===== src/rtl/snn_pkg.sv =====
// Shared types for the SNN inference controller: FSM state encoding.
package snn_pkg;

  typedef enum logic [2:0] {
    IDLE   = 3'd0,
    CLEAR  = 3'd1,
    STEP   = 3'd2,
    WAIT   = 3'd3,
    DECIDE = 3'd4,
    AMWAIT = 3'd5,
    HOLD   = 3'd6
  } state_t;

endpackage


===== src/rtl/snn_inference_ctrl.sv =====
// Sequences one SNN inference (clear, NUM_STEPS core steps, argmax); start->res_valid is 1+NUM_STEPS*(1+core)+2 cycles.
// Result held in HOLD until res_ready; start ignored while busy; a stalled core or argmax aborts with res_error.
module snn_inference_ctrl
  import snn_pkg::*;
#(
  parameter int NUM_STEPS   = 16,
  parameter int NUM_CLASSES = 3,
  parameter int TIMEOUT_CYC = 1024,
  localparam int CLS_W = $clog2(NUM_CLASSES),
  localparam int SW    = $clog2(NUM_STEPS + 1)
) (
  input  logic             clk,
  input  logic             rst,
  input  logic             start,
  output logic             busy,
  output logic [SW-1:0]    step_idx,
  output logic             core_clear,
  output logic             core_step_req,
  input  logic             core_step_done,
  output logic             am_valid,
  input  logic             am_done,
  input  logic [CLS_W-1:0] am_class,
  output logic             res_valid,
  input  logic             res_ready,
  output logic [CLS_W-1:0] res_class,
  output logic             res_error
);

  localparam int WD_W = $clog2(TIMEOUT_CYC + 1);
  localparam logic [SW-1:0]   LAST_IDX = SW'(NUM_STEPS);
  localparam logic [WD_W-1:0] WD_LIMIT = WD_W'(TIMEOUT_CYC - 1);

  state_t          state, state_nxt;
  logic [WD_W-1:0] wd_cnt;
  logic [SW-1:0]   step_inc;
  logic            wd_expire;
  logic            do_latch;
  logic            do_abort;

  assign step_inc  = step_idx + SW'(1);
  // wd_cnt counts completed wait cycles, so TIMEOUT_CYC wait cycles elapse before abort
  assign wd_expire = (wd_cnt == WD_LIMIT);

  always_comb begin
    state_nxt     = state;
    busy          = 1'b1;
    core_clear    = 1'b0;
    core_step_req = 1'b0;
    am_valid      = 1'b0;
    res_valid     = 1'b0;
    do_latch      = 1'b0;
    do_abort      = 1'b0;
    case (state)
      IDLE: begin
        busy = 1'b0;
        if (start) state_nxt = CLEAR;
      end
      CLEAR: begin
        core_clear = 1'b1;
        state_nxt  = STEP;
      end
      STEP: begin
        core_step_req = 1'b1;
        state_nxt     = WAIT;
      end
      WAIT: begin
        if (core_step_done) begin
          state_nxt = (step_inc == LAST_IDX) ? DECIDE : STEP;
        end else if (wd_expire) begin
          do_abort  = 1'b1;
          state_nxt = HOLD;
        end
      end
      DECIDE: begin
        am_valid  = 1'b1;
        state_nxt = AMWAIT;
      end
      AMWAIT: begin
        if (am_done) begin
          do_latch  = 1'b1;
          state_nxt = HOLD;
        end else if (wd_expire) begin
          do_abort  = 1'b1;
          state_nxt = HOLD;
        end
      end
      HOLD: begin
        res_valid = 1'b1;
        if (res_ready) state_nxt = IDLE;
      end
      default: state_nxt = IDLE;
    endcase
  end

  always_ff @(posedge clk or posedge rst) begin
    if (rst) begin
      state     <= IDLE;
      step_idx  <= '0;
      wd_cnt    <= '0;
      res_class <= '0;
      res_error <= 1'b0;
    end else begin
      state <= state_nxt;

      if (state == CLEAR) begin
        step_idx <= '0;
      end else if (state == WAIT && core_step_done) begin
        step_idx <= step_inc;
      end

      if (state == WAIT || state == AMWAIT) begin
        wd_cnt <= wd_cnt + WD_W'(1);
      end else begin
        wd_cnt <= '0;
      end

      if (do_latch) begin
        res_class <= am_class;
        res_error <= 1'b0;
      end else if (do_abort) begin
        res_class <= '0;
        res_error <= 1'b1;
      end
    end
  end

endmodule


===== config.mk =====
export PLATFORM = sky130hd
export DESIGN_NAME = snn_inference_ctrl
export DESIGN_NICKNAME = d
export VERILOG_FILES = /design/src/rtl/snn_pkg.sv /design/src/rtl/snn_inference_ctrl.sv
export SDC_FILE = /design/constraint.sdc
export NUM_CORES = 1
export LEC_CHECK = 0
export BUFFER_PORTS_ARGS = -buffer_cell sky130_fd_sc_hd__buf_4
export CAP_MARGIN = 5
export CORE_UTILIZATION = 54
export DETAILED_ROUTE_END_ITERATION = 6
export PLACE_DENSITY = 0.83
export SLEW_MARGIN = 15
export SYNTH_ARGS = -nofsm -noshare
export SYNTH_HDL_FRONTEND = slang
export SYNTH_SLANG_ARGS = --single-unit

===== constraint.sdc =====
create_clock -name clk -period 1.74 [get_ports clk]
set_input_delay 0.087 -clock clk [delete_from_list [all_inputs] [get_ports clk]]
set_output_delay 0.087 -clock clk [all_outputs]
set_load 0.03 [all_outputs]

==> results.toml <==
[sta]
worst_pin_slew_ns = 0.417
final.min_clock_period_ns = 1.61
hold_violations = 0
fin_ws_ns = 0.129
drv_slew = 0
setup_viol = 0
max_clock_freq_ghz = 0.621
rsz0062_at_grt = "false"
max_slew_margin = 0.721
finalCritPeriodShare = 0.926
fin_worst_skew_ns = 0.0117
holdWs_ns = 0.139
setup_tns_ns = 0

[placement]
gp_congestion = 0.783
placed_area_sq_um = 1390
io_buffer_count = 20
dp_hpwl_um = 1670
dp_slack_ns = 0.138
dp_cells = 171

[cts]
post-cts-setup-buffer-count = 0
insertion_delay_ns = 0.32
path_clk_slew_ns = 0.13
clk_path_buf_depth = 2
cts_buffers = 3
cts_tree = "built"
root_buffer = "clkbuf_4"
h-tree-depth = 1
cts.sinks = 22

[layout]
layout.nets = 163
fillerInstances = 159
stdcell_count = 178
multiInputGateArea_sq_um = 626
drive_gt1_frac = 0.238
seq_area_sq_um = 551
final_util = 0.732
insertedDiodeCount = 0
fin_area_sq_um = 1480
area.growth.synth_to_final_pct = 22.7

[yosys]
syn_area_sq_um = 1210
synthesis.nets = 137
ys_top_cells_by_area = "dfrtp_1 46%, nor2_1 6.2%, xnor2_1 4.4%"
ys_types = 35
yosys.area.top_type = "dfrtp_1"
avgSynthCellArea_sq_um = 9.57
ys_async_sr_fraction = 1.00
synth_edf_count = 0
yosysSeqAreaShare = 0.456
synth_ff_type = "dfrtp_1"
yosys.area.top_type_share = 0.456
synth-seq-cells = 22
ys_warn_count = 0
synth.most_common_cell = "dfrtp_1"
synth_common_cells = "22 x dfrtp_1, 20 x nor2_1, 8 x nand2_1"
syn_inst = 126

[routing]
drtAntennaViolNets = 0
dr.first_iter.drc_count = 8
drt-total-wl_um = 2350
drc = 0
wl_per_cell_um = 13.2
vias_per_cell = 5.53
dr.pass1.iters = 4
vias = 984

[global_route]
grt_max_degree = 23
grt_pass1_wl_um = 4060
antenna_found_initial = 0
grtUsageTotal = 0.216
grt-ovfl-total = 0
grt_pass1_vias = 984

[die]
row_count = 16
fp.dieW_um = 49.3
start_util = 0.597
dieArea_sq_um = 2430
die_h_um = 49.3
coreArea_sq_um = 2020
io_pins = 21

[pwr]
finalPower_mw = 2.02
p_per_area_nw_per_um2 = 1370
leakagePower_nw = 0.662
peakVddDrop_mv = 1.35

[worst_hold_path]
hold_class = "in -> reg"

[job]
drv_cap = 0

[outcome]
status = "complete, no violations"

[setup_path]
critPathCaptureType = "primary output"
crit_fanout = 10
crit_required_ns = 1.65
crit_arrival_ns = 1.52
path_class = "reg -> out"
start_kind = "register"
[power by group]
group          leakage, nW  switching, mW  total (mW)  internal [mW]
clock               0.0279          0.159       0.392          0.233
combinational        0.339          0.486       0.843          0.357
sequential           0.296          0.174       0.788          0.614
[cells by family after synthesis]
kind of cell / share of synthesized area
AO/OA/AOI/OAI: 0.121
adder cells (fa/ha/maj): 0.0311
flip-flops: 0.456
AND/OR/NAND/NOR: 0.277
XOR/XNOR: 0.0799
buffers and inverters: 0.0342
[placed cells by master, fill, tap and decap left out, drive strengths merged, types with 3 or more instances in the layout]
master | synthesis | routed
xnor2 | 6 | 6
o21ai | 6 | 6
xor2 | 5 | 5
nor2b | 3 | 3
a21oi | 7 | 7
nand2 | 8 | 8
buf | 4 | 23
clkbuf | 1 | 3
nor2 | 20 | 20
and4b | 3 | 3
dlygate4sd3 | 0 | 3
ha | 3 | 3
nand4 | 4 | 4
dfrtp | 22 | 22
nand3 | 7 | 7
inv | 4 | 4
[what timing repair did]
item | 4_1_cts | 5_1_grt
gates resized for setup | 0 | 1
hold buffers | 3 | 0
endpoints found under the setup margin | 0 | 2
hold endpoints to repair | 24 | 0
[final cells by class]
class                           count  area share
Clock buffer                        3      0.0152
Clock inverter                      1      0.0203
Inverter                            4      0.0101
Multi-Input combinational cell     95       0.423
Sequential cell                    22       0.372
Tap cell                           27      0.0228
Timing Repair Buffer               26       0.137
[worst paths after layout]
path | startpoint | to | slack (ns) | depth (start not counted)
setup / recovery | state[0] | core_clear | 0.13 | 2
hold / removal | start | state[0] | 0.14 | 3
setup reg to reg | wd_cnt[0] | res_class[0] | 0.15 | 5
hold reg to reg | wd_cnt[0] | wd_cnt[0] | 0.50 | 1
max in group asynchronous | rst | wd_cnt[3] | 1.17 | 4
min in group asynchronous | rst | step_idx[4] | 0.34 | 4
[sequential cells by signal, indices dropped and copies added, names as in the netlist]
signal and flops:
res_class 2, res_error 1, state 3, step_idx 5
wd_cnt 11
[worst max-delay path: stages, from the launching register on]
cell	delay, ns
dfrtp_1	0.52
nor3b_2	0.44
buf_4	0.24
[metal layers]
layer	global-route usage	routed length (um)	share of wire	up-vias
met5	0	0	0	-
met4	0.0588	18	0.0076	0
met3	0.0592	79	0.034	4
met2	0.384	1210	0.51	15
met1	0.253	1050	0.44	475
li1	-	-	-	490
No activity file was read; power rests on OpenSTA's default activity.
